--- config.mk ---
export PLATFORM = sky130hd
export DESIGN_NAME = patch_stream_arbiter
export DESIGN_NICKNAME = d
export VERILOG_FILES = /design/src/rtl/patch_stream_arbiter_pkg.sv /design/src/rtl/patch_stream_arbiter_rr_grant.sv /design/src/rtl/patch_stream_arbiter.sv
export SDC_FILE = /design/constraint.sdc
export NUM_CORES = 1
export LEC_CHECK = 0
export ABC_AREA = 1
export CORE_MARGIN = 2
export CORE_UTILIZATION = 50
export DETAILED_ROUTE_END_ITERATION = 6
export MAX_ROUTING_LAYER = met4
export PLACE_DENSITY = 0.81
export SYNTH_ARGS = -nofsm -noshare
export SYNTH_HDL_FRONTEND = slang
export SYNTH_HIERARCHICAL = 1
export SYNTH_SLANG_ARGS = --single-unit
--- constraint.sdc ---
create_clock -name CLK -period 5.15 [get_ports CLK]
set_clock_uncertainty 0.1 [all_clocks]
set_input_delay 1.03 -clock CLK [delete_from_list [all_inputs] [get_ports CLK]]
set_output_delay 1.03 -clock CLK [all_outputs]
set_load 0.02 [all_outputs]
--- src/rtl/patch_stream_arbiter_pkg.sv ---
// Shared definitions for the patch stream arbiter and its round-robin picker.
//   log2()       : ceil(log2(value)), never less than 1; sizes index and counter fields
//   eof_marker() : all-ones value of a given width, used as the end-of-frame patch number
//   TRUE/FALSE   : single-bit constants
//   arb_state_e  : arbiter states RUN=0, BARRIER=1, EOF_OUT=2, ERROR=3
package patch_stream_arbiter_pkg;

    localparam logic TRUE  = 1'b1;
    localparam logic FALSE = 1'b0;

    typedef enum logic [1:0] {
        ST_RUN     = 2'd0,
        ST_BARRIER = 2'd1,
        ST_EOF_OUT = 2'd2,
        ST_ERROR   = 2'd3
    } arb_state_e;

    // Bits needed to hold values 0..value-1 (minimum 1).
    function automatic int unsigned log2(input int unsigned value);
        int unsigned w;
        w = 1;
        while ((w < 32) && ((64'd1 << w) < 64'(value))) begin
            w = w + 1;
        end
        return w;
    endfunction

    // All-ones pattern of width w; the caller sizes it with an explicit cast.
    function automatic logic [31:0] eof_marker(input int unsigned w);
        return 32'((64'd1 << w) - 64'd1);
    endfunction

endpackage

--- src/rtl/patch_stream_arbiter_rr_grant.sv ---
// Round-robin priority picker: grants the first requester at or after ptr, wrapping at N.
// Pure combinational; shared with the bandwidth arbiter.
//   req     : request vector
//   ptr     : highest-priority index this cycle
//   gnt     : one-hot grant, zero when nothing requests
//   gnt_idx : index of the granted requester (0 when none)
//   gnt_val : a grant was issued
module patch_stream_arbiter_rr_grant
    import patch_stream_arbiter_pkg::*;
#(
    parameter int unsigned N  = 3,
    parameter int unsigned IW = log2(N)
) (
    input  logic [N-1:0]  req,
    input  logic [IW-1:0] ptr,
    output logic [N-1:0]  gnt,
    output logic [IW-1:0] gnt_idx,
    output logic          gnt_val
);

    // Scan N positions starting at ptr; the first hit wins.
    always_comb begin
        int unsigned idx;
        gnt     = '0;
        gnt_idx = '0;
        gnt_val = FALSE;
        idx     = 0;
        for (int unsigned k = 0; k < N; k++) begin
            idx = (32'(ptr) + k) % N;
            if (!gnt_val && req[IW'(idx)]) begin
                gnt[IW'(idx)] = TRUE;
                gnt_idx       = IW'(idx);
                gnt_val       = TRUE;
            end
        end
    end

endmodule

--- src/rtl/patch_stream_arbiter.sv ---
// Round-robin arbiter sharing the synchronizer patch write port among N_CAM camera
// streams, with a sync window against the retire pointer and an end-of-frame barrier.
// Optional build macro: PATCH_SEQ_CHECK_EN enables patch-number sequence checking.
//   CLK, RESET     : clock, synchronous active-high reset
//   cam_val        : per-camera patch valid
//   cam_ack        : per-camera accept (combinational, one-hot or zero)
//   cam_patch_num  : flattened patch numbers, camera i at [i*PATCH_W +: PATCH_W]
//   cam_wtsum      : flattened payloads, camera i at [i*FP_SIZE +: FP_SIZE]
//   wr_val         : registered write valid to the synchronizer
//   wr_ready       : synchronizer takes wr_* this cycle
//   wr_cam         : source camera of the held word
//   wr_patch_num   : patch number, all-ones for the end-of-frame word
//   wr_wtsum       : payload
//   retire         : synchronizer finished one patch index
//   error          : sticky protocol error
//   busy           : barrier or end-of-frame emission in progress
module patch_stream_arbiter
    import patch_stream_arbiter_pkg::*;
#(
    parameter int unsigned N_CAM       = 3,
    parameter int unsigned N_PATCH     = 1024,
    parameter int unsigned SYNC_WINDOW = 512,
    parameter int unsigned FP_SIZE     = 32,
    parameter int unsigned PATCH_W     = log2(N_PATCH + 1)
) (
    input  logic                        CLK,
    input  logic                        RESET,
    input  logic [N_CAM-1:0]            cam_val,
    output logic [N_CAM-1:0]            cam_ack,
    input  logic [N_CAM*PATCH_W-1:0]    cam_patch_num,
    input  logic [N_CAM*FP_SIZE-1:0]    cam_wtsum,
    output logic                        wr_val,
    input  logic                        wr_ready,
    output logic [log2(N_CAM)-1:0]      wr_cam,
    output logic [PATCH_W-1:0]          wr_patch_num,
    output logic [FP_SIZE-1:0]          wr_wtsum,
    input  logic                        retire,
    output logic                        error,
    output logic                        busy
);

    localparam int unsigned          CAM_W    = log2(N_CAM);
    localparam logic [PATCH_W-1:0]   EOF_MARK = PATCH_W'(eof_marker(PATCH_W));
    localparam logic [PATCH_W-1:0]   WINDOW   = PATCH_W'(SYNC_WINDOW);

    arb_state_e          state;
    logic [PATCH_W-1:0]  next_cnt [N_CAM];
    logic [PATCH_W-1:0]  ret_cnt;
    logic [N_CAM-1:0]    eof_seen;
    logic [CAM_W-1:0]    rr_ptr;

    logic [PATCH_W-1:0]  pn [N_CAM];
    logic [FP_SIZE-1:0]  ws [N_CAM];
    logic [N_CAM-1:0]    is_eof;
    logic [N_CAM-1:0]    elig;
    logic [N_CAM-1:0]    req;
    logic [CAM_W-1:0]    gnt_idx;
    logic                gnt_val;
    logic                out_free;
    logic                arb_en;
    logic                ret_hit;
    logic                retire_err;
    logic                seq_err;
    logic                g_eof;
    logic [PATCH_W-1:0]  g_pn;
    logic [FP_SIZE-1:0]  g_ws;

    // Unpack camera lanes and form eligibility; distances wrap modulo 2**PATCH_W.
    for (genvar i = 0; i < N_CAM; i++) begin : g_cam
        assign pn[i]     = cam_patch_num[i*PATCH_W +: PATCH_W];
        assign ws[i]     = cam_wtsum[i*FP_SIZE +: FP_SIZE];
        assign is_eof[i] = (pn[i] == EOF_MARK);
        assign elig[i]   = cam_val[i] & ~eof_seen[i]
                         & (is_eof[i] | ((next_cnt[i] - ret_cnt) < WINDOW));
    end

    // Retire would overtake the slowest camera when ret already equals some next[i].
    always_comb begin
        ret_hit = FALSE;
        for (int unsigned i = 0; i < N_CAM; i++) begin
            if (next_cnt[i] == ret_cnt) begin
                ret_hit = TRUE;
            end
        end
    end

    assign out_free   = ~wr_val | wr_ready;
    assign retire_err = retire & (ret_hit | (state == ST_EOF_OUT));
    // A cycle that trips a retire error grants nothing, so no word is consumed and lost.
    assign arb_en     = ~RESET & ~retire_err & ((state == ST_RUN) | (state == ST_BARRIER));
    assign req        = (arb_en & out_free) ? elig : '0;

    patch_stream_arbiter_rr_grant #(
        .N  (N_CAM),
        .IW (CAM_W)
    ) u_rr_grant (
        .req     (req),
        .ptr     (rr_ptr),
        .gnt     (cam_ack),
        .gnt_idx (gnt_idx),
        .gnt_val (gnt_val)
    );

    assign g_eof = is_eof[gnt_idx];
    assign g_pn  = pn[gnt_idx];
    assign g_ws  = ws[gnt_idx];

`ifdef PATCH_SEQ_CHECK_EN
    // Data must arrive in order; EOF only after exactly N_PATCH patches.
    assign seq_err = gnt_val & (g_eof ? (next_cnt[gnt_idx] != PATCH_W'(N_PATCH))
                                      : (g_pn != next_cnt[gnt_idx]));
`else
    assign seq_err = FALSE;
`endif

    // Arbitration state, counters and the registered write-side word.
    always_ff @(posedge CLK) begin
        if (RESET) begin
            state        <= ST_RUN;
            wr_val       <= FALSE;
            wr_cam       <= '0;
            wr_patch_num <= '0;
            wr_wtsum     <= '0;
            error        <= FALSE;
            busy         <= FALSE;
            ret_cnt      <= '0;
            eof_seen     <= '0;
            rr_ptr       <= '0;
            for (int unsigned i = 0; i < N_CAM; i++) begin
                next_cnt[i] <= '0;
            end
        end else begin
            case (state)
                ST_RUN, ST_BARRIER: begin
                    if (retire_err || seq_err) begin
                        state <= ST_ERROR;
                        error <= TRUE;
                        busy  <= FALSE;
                        if (out_free) begin
                            wr_val <= FALSE;
                        end
                    end else begin
                        if (retire) begin
                            ret_cnt <= ret_cnt + PATCH_W'(1);
                        end
                        if (out_free) begin
                            wr_val <= FALSE;
                        end
                        if (gnt_val) begin
                            rr_ptr <= (gnt_idx == CAM_W'(N_CAM - 1)) ? '0 : gnt_idx + CAM_W'(1);
                            if (g_eof) begin
                                // EOF is held back until every camera has reported it.
                                eof_seen[gnt_idx] <= TRUE;
                            end else begin
                                next_cnt[gnt_idx] <= next_cnt[gnt_idx] + PATCH_W'(1);
                                wr_val            <= TRUE;
                                wr_cam            <= gnt_idx;
                                wr_patch_num      <= g_pn;
                                wr_wtsum          <= g_ws;
                            end
                        end
                        if (state == ST_RUN) begin
                            if ((gnt_val & g_eof) | (|eof_seen)) begin
                                state <= ST_BARRIER;
                                busy  <= TRUE;
                            end
                        end else if ((&eof_seen) & out_free) begin
                            state <= ST_EOF_OUT;
                        end
                    end
                end

                ST_EOF_OUT: begin
                    if (retire) begin
                        state <= ST_ERROR;
                        error <= TRUE;
                        busy  <= FALSE;
                        if (out_free) begin
                            wr_val <= FALSE;
                        end
                    end else if (out_free) begin
                        // Emit the single frame marker and start the next frame from zero.
                        wr_val       <= TRUE;
                        wr_cam       <= '0;
                        wr_patch_num <= EOF_MARK;
                        wr_wtsum     <= '0;
                        eof_seen     <= '0;
                        ret_cnt      <= '0;
                        for (int unsigned i = 0; i < N_CAM; i++) begin
                            next_cnt[i] <= '0;
                        end
                        state        <= ST_RUN;
                        busy         <= FALSE;
                    end
                end

                ST_ERROR: begin
                    // Let the pending word drain, then stay idle until reset.
                    if (wr_ready) begin
                        wr_val <= FALSE;
                    end
                end

                default: begin
                    state <= ST_ERROR;
                    error <= TRUE;
                end
            endcase
        end
    end

endmodule
Word level (Yosys, flattened, before mapping)
Memories as Yosys holds them, arrays and structs flattened.
Cells that the tools add are included.
{"block": "word_totals", "regBits": 66, "ramBits": 33, "input_bits": 136, "output_inout_bits": 51, "wordCells": 220, "memories": 1}
{"block": "op_classes", "add_sub_neg": 8, "n_div": 3, "n_lt_le_gt_ge": 12, "eq_ne": 25, "muxes": 107, "n_bitwise": 32, "n_reduce_logical": 22}
{"name": "next_cnt", "depth": 3, "word_bits": 11, "read_ports": 4, "rd_ports_with_merged_regs": 0, "wr": 3, "line_no": "patch_stream_arbiter.sv:47", "source": "logic [PATCH_W-1:0] next_cnt [N_CAM];"}
{"op": "$mux W32", "count": 7}
{"op": "$mux W11", "count": 15}
{"op": "$bmux W32 S2", "count": 1}
{"op": "$mod A32 B2 Y32 const B", "count": 2}
{"op": "$pmux W32 S2", "count": 1}
{"op": "$pmux W11 S2", "count": 2}
{"op": "$mux W1", "count": 42}
{"op": "$eq A11 B11 Y1", "count": 3}
{"op": "$eq A11 B11 Y1 const B", "count": 3}
{"op": "$lt A11 B10 Y1 const B", "count": 3}
{"op": "$sub A11 B11 Y11", "count": 3}
{"op": "$mod A2 B2 Y32 const B", "count": 1}
{"op": "$mux W2", "count": 15}
{"op": "$mux W3", "count": 9}
{"op": "$add A11 B1 Y11 const B", "count": 2}
{"op": "$bmux W11 S2", "count": 1}
{"op": "$ne A2 B2 Y1 const B", "count": 10}
{"op": "$and A1 B1 Y1", "count": 12}
{"op": "$lt A2 B3 Y1 const B", "count": 4}
{"op": "$reduce_and A6 Y1", "count": 2}
{"op": "$reduce_or A11 Y1", "count": 1}
{"op": "$or A1 B1 Y1", "count": 10}
{"op": "$ne A3 B3 Y1 const B", "count": 3}
{"op": "$or A3 B3 Y3", "count": 3}
{"op": "other kinds (26)", "count": 54}

Longest topological paths before layout
An unclocked memory read counts as a cell.
{"block": "logic_depth", "word_depth": 31, "depth_mapped": 35, "mapped_depth_nobuf": 34}

Cells and area by module
Netlist, hierarchy kept.
{"module": "patch_stream_arbiter", "instances": 1, "cells_per_inst": 1056, "area_per_inst_um2": 7111.8, "seq_area_each_um2": 2642.5}
{"module": "patch_stream_arbiter_rr_grant", "instances": 1, "cells_per_inst": 61, "area_per_inst_um2": 320.3, "seq_area_each_um2": 0.0}

Least setup slack after synthesis
No wires, ideal clock.
{"block": "synth_timing", "kind": "reg2reg", "startpoint": "register ret_cnt[6]", "endpoint": "memory next_cnt[3][0] (netlist name) (enable)", "setup_time_ps": 393, "arrival_time_ps": 3813, "required_ps": 4657, "slack_ps": 844, "stages_incl_launch_ff": 28, "path_buffers": 0, "synth_period_minus_slack_ps": 4306, "cell_sequence": "dfxtp_1 > inv_1 > ha_1 > nand2_1 > nor2_1 > nand2_1 > nor2_1 > nor2_2 > nand2_2 > nand2_2 > nand2_2 > nor3_1 > nand3_1 > nor2_1 > inv_2 > o21ai_2 > nand2_4 > nand2_1 > inv_2 > nand3_1 > nand2_1 > nor2_1 > nand2_1 > nand2_1 > nor2_1 > inv_1 > nand3_2 > nor3_1"}
{"item": "start: declaration", "line_no": "patch_stream_arbiter.sv:48", "source": "logic [PATCH_W-1:0] ret_cnt;"}
{"item": "start signal: assignment", "line_no": "patch_stream_arbiter.sv:144", "source": "ret_cnt <= ret_cnt + PATCH_W'(1);"}
{"item": "end: declaration", "line_no": "patch_stream_arbiter.sv:47"}

Worst setup path in the final report
{"block": "layout_timing", "startpoint": "register ret_cnt[2]", "endpoint": "output port cam_ack[2]"}
{"block": "layout_via", "elab_chain_cells": 20, "elab_cells_between_ends": 42, "cone_classes": "add/sub (3); order compare (3); eq/ne (3); mux (15); bitwise (14); reduce/logical (4)"}
{"item": "branches (longest 10 deep; another with $sub A11 B11 Y11)"}
{"item": "$mux W3 (*)", "line_no": "patch_stream_arbiter.sv:91", "source": "assign req = (arb_en & out_free) ? elig : '0;"}
{"item": "net req[1]", "line_no": "patch_stream_arbiter.sv:56", "source": "logic [N_CAM-1:0] req;"}
{"item": "$bmux W1 S2", "line_no": "patch_stream_arbiter_rr_grant.sv:30", "source": "if (!gnt_val && req[IW'(idx)]) begin"}
{"item": "$mux W1 (implied by the code)", "line_no": "patch_stream_arbiter_rr_grant.sv:30"}
{"item": "$mux W1", "line_no": "patch_stream_arbiter_rr_grant.sv:30"}
{"item": "$logic_not A1 Y1", "line_no": "patch_stream_arbiter_rr_grant.sv:30"}
{"item": "$logic_and A1 B1 Y1", "line_no": "patch_stream_arbiter_rr_grant.sv:30"}
{"item": "$mux W1", "line_no": "patch_stream_arbiter_rr_grant.sv:30"}
{"item": "$logic_not A1 Y1", "line_no": "patch_stream_arbiter_rr_grant.sv:30"}
{"item": "$logic_and A1 B1 Y1", "line_no": "patch_stream_arbiter_rr_grant.sv:30"}
{"item": "$mux W3 (*)", "line_no": "patch_stream_arbiter_rr_grant.sv:30"}
{"item": "end: declaration", "line_no": "patch_stream_arbiter.sv:29", "source": "output logic [N_CAM-1:0] cam_ack,"}
Mark *: on every way through the listed nets, which the timed path passes. The select of a mux whose other input is x is not followed.

==> metrics.md <==
| Metric | Value |
|---|---|
| H-tree levels | 3 |
| Power, Total | between 5 and 6 mW |
| Post-DP HPWL | about 18000 um |
| DRC viols | 0 |
| Cts bufs inserted | 9 |
| Area Overhead vs Synth | 32.3% |
| Unrepaired setup endpoints after global routing | no |
| Startpoint types | register |
| Row count | 44 |
| Die height | 126 um |
| Die Width | 126 um |
| Max-Cap Viols | 0 |
| Placed instance area | between 9000 and 10000 um2 |
| Number of synthesized register bits | 110 |
| Async SR Flop Fraction | 0% |
| Hold crit path type | reg -> reg |
| Sequential share of the synthesized area | between 30% and 40% |
| Synthesized instance count | about 1100 |
| FMAX | about 0.20 GHz |
| IO buf count | around 190 |
| Setup TNS Final | 0 ns |
| Delay-heaviest family, CP | simple AND/OR/NAND/NOR gates |
| Max-slew headroom | roughly 35% |
| Die area | roughly 16000 um2 |
| Global Route Usage Sum | between 20% and 30% |
| Clk sinks | 110 |
| Number of synthesized flops with an enable pin | between 40 and 50 |
| Post-CTS Hold Fix Bufs | 0 |
| Synth Cell Area | 7430 um2 |
| Crit path kind | reg -> out |
| XOR/XNOR share of the synthesized area | ~2.0% |
| Root buf cell | clkbuf_16 |
| Simple-gate area share of the yosys netlist | between 30% and 40% |
| Final period util | 95.2% |
| Critical path's slowest cell | clkdlybuf4s50_1 |
| Drt pass-1 iters | 5 |
| Ys flop type | dfxtp_1 |
| Detail Route Antenna Nets | 0 |
| GRT Residual Overflow | 0 |
| # setup viols final | 0 |
| DRT iter0 DRCs | roughly 750 |
| Worst-path clk slew | roughly 0.070 ns |
| Initial antenna violation count | 0 |
| Period minus WS final | roughly 4.9 ns |
| Nature of the critical path endpoint | primary output |
| Vias in the first global route | 7153 |
| Routed WL per cell | approximately 16 um |
| Pin count of the biggest net entering global routing | 80 |
| Critical Path RT | between 4 and 5 ns |
| Arrival @ worst endpoint | ~3.8 ns |
| Gpl congestion | between 0.9 and 1 |
| Biggest area consumer among synthesized cells | nand2_1 |
| Initial Util | 51.1% |
| Vias per inst | between 5 and 6 |
| Static Leakage | between 4 and 5 nW |
| Fraction of layout cells with a size suffix above 1 | between 7 and 8% |
| Synth area leaders | nand2_1 19%, dfxtp_1 18%, edfxtp_1 18% |
| Final hold violation count | 0 |
| I/O pins | 187 |
| Post-Syn Nets | approximately 1300 |
| Synth warn | 6 |
| Synth Area in Adders | a little over 6% |
| Vias post-DR | 7801 |
| Core area | ~15000 um2 |
| Fillers | between 1000 and 1500 |
| Worst Path Buf+Inv | 4 |
| Post-route cell area | roughly 10000 um2 |
| Area fraction in compound gates after synthesis | between 10% and 20% |
| N_diodes | 0 |
| Largest family of logic cells by synthesized area | simple AND/OR/NAND/NOR gates |
| Most frequent cell on the critical path | nand2_1 |
| Critical Path Max Stage Delay | ~0.61 ns |
| Slew Limit Fails | 0 |
| Nets | 1464 |
| Crit Path Max Fanout | 6 |
| Worst-Skew Late Latency | between 0.3 and 0.4 ns |
| Pwr dens | 525 nW/um2 |
| Yosys top cell area share | a little under a fifth |
| Yosys cell types | 45 |
| Clock Path Buffers | 2 |
| Outcome | finished clean |
| CTS tree | done |
| Most frequent cells in the layout | 372 x nand2_1, 186 x clkdlybuf4s50_1, 132 x nor2_1 |
| Avg Cell Area, Syn | ~6.7 um2 |
| First-pass GRT wire length | ~36000 um |
| Commonest non-fill, non-tap cell in the layout | nand2_1 |
| Mux cell area share after synthesis | 0% |
| Routed wire length | 23500 um |
| Critical Path, Cell by Cell | inv_1 -> ha_1 -> nand2_1 -> inv_1 -> nand2_1 -> nor2_1 -> nor2_2 -> nand2_2 -> nand2_2 -> nand2_2 -> nor3_2 -> nand3_1 -> a21oi_2 -> inv_1 -> nand2_1 -> nand3_1 -> o31ai_4 -> nand3_1 -> nand2_1 -> clkdlybuf4s50_1 |
| Peak supply drop | 372 uV |
| Worst Max-Slew Pin Slew | 0.969 ns |
==> layout make-up <==
cell class / count / area, um2 / area share (%)
Tap cell: 184 / 230 / 2.34
Clock buffer: 9 / 225 / 2.29
Timing Repair Buffer: 208 / 2050 / 20.9
Multi-Input combinational cell: 841 / 4160 / 42.3
Sequential cell: 110 / 2640 / 26.9
Clock inverter: 7 / 71.3 / 0.725
Inverter: 122 / 458 / 4.66
==> sequential cells by signal, indices dropped and copies added (netlist names) <==
| name | count |
|---|---|
| ret_cnt | 11 |
| wr_patch_num | 11 |
| next_cnt | 44 |
| wr_cam | 2 |
| wr_wtsum | 32 |
| eof_seen | 3 |
| error | 1 |
| wr_val | 1 |
| state | 2 |
| busy | 1 |
| rr_ptr | 2 |
==> per-layer routing <==
metal / GRT usage [%] / share of wire, % / routed length [um]
met1: 37.9 / 42 / 9950
met2: 47.5 / 47 / 11000
met3: 6.46 / 7.7 / 1820
met4: 9.05 / 3.1 / 733
met5: - / 0 / 0
==> tightest hold or removal path, stage by stage (launching register included) <==
cell     delay, ns
dfxtp_1       0.31
nand2_1       0.06
a21oi_1       0.05
==> stage by stage <==
stage	utilization (%)	setup WS, ns	hold WS, ns	cells
finish	67.7	0.250	0.366	1481
global route	67.7	0.00884	0.388	1481
CTS	67.2	0.141	0.364	1478
detailed placement	65.1	0.0582	0.354	1462
global placement	65.1	0.231	0.348	1462
floorplan	-	0.844	0.361	1117
==> cell usage after synthesis (all sizes together), types with 17 or more instances <==
library cell	instances
clkbuf	17
inv	120
nand3	91
edfxtp	44
buf	27
a21oi	101
o21ai	18
nand2	383
nor2	137
nand4	20
dfxtp	66
ha	36
==> power breakdown <==
part | switching (mW) | internal [mW]
Sequential | 0.123 | 1.13
Clock | 0.357 | 0.342
Combinational | 2.03 | 1.18
Total | 2.51 | 2.66
==> cell families (layout without fill, tap and decap cells) <==
| family | Yosys count | after routing |
|---|---|---|
| flip-flops | 110 | 110 |
| buffers and inverters | 166 | 346 |
| XOR/XNOR | 17 | 17 |
| adder cells (fa/ha/maj) | 36 | 36 |
| AO/OA/AOI/OAI | 141 | 141 |
| AND/OR/NAND/NOR | 647 | 647 |
==> path summary, 6_finish.rpt <==
| kind | slack (ns) | depth (start not counted) | end | from |
|---|---|---|---|---|
| max | 0.25 | 20 | cam_ack[2] | ret_cnt[2] |
| min reg2reg | 0.37 | 2 | wr_patch_num[0] | wr_patch_num[0] |
| min | 0.37 | 2 | wr_patch_num[0] | wr_patch_num[0] |
| max reg2reg | 0.33 | 32 | next_cnt[0][8] | ret_cnt[2] |
==> what timing repair did <==
| action | 4_1_cts | 5_1_grt |
|---|---|---|
| buffers inserted | 0 | 3 |
| resized for setup | 0 | 8 |
| setup endpoints to repair | 0 | 78 |
No activity file was read; power rests on OpenSTA's default activity.
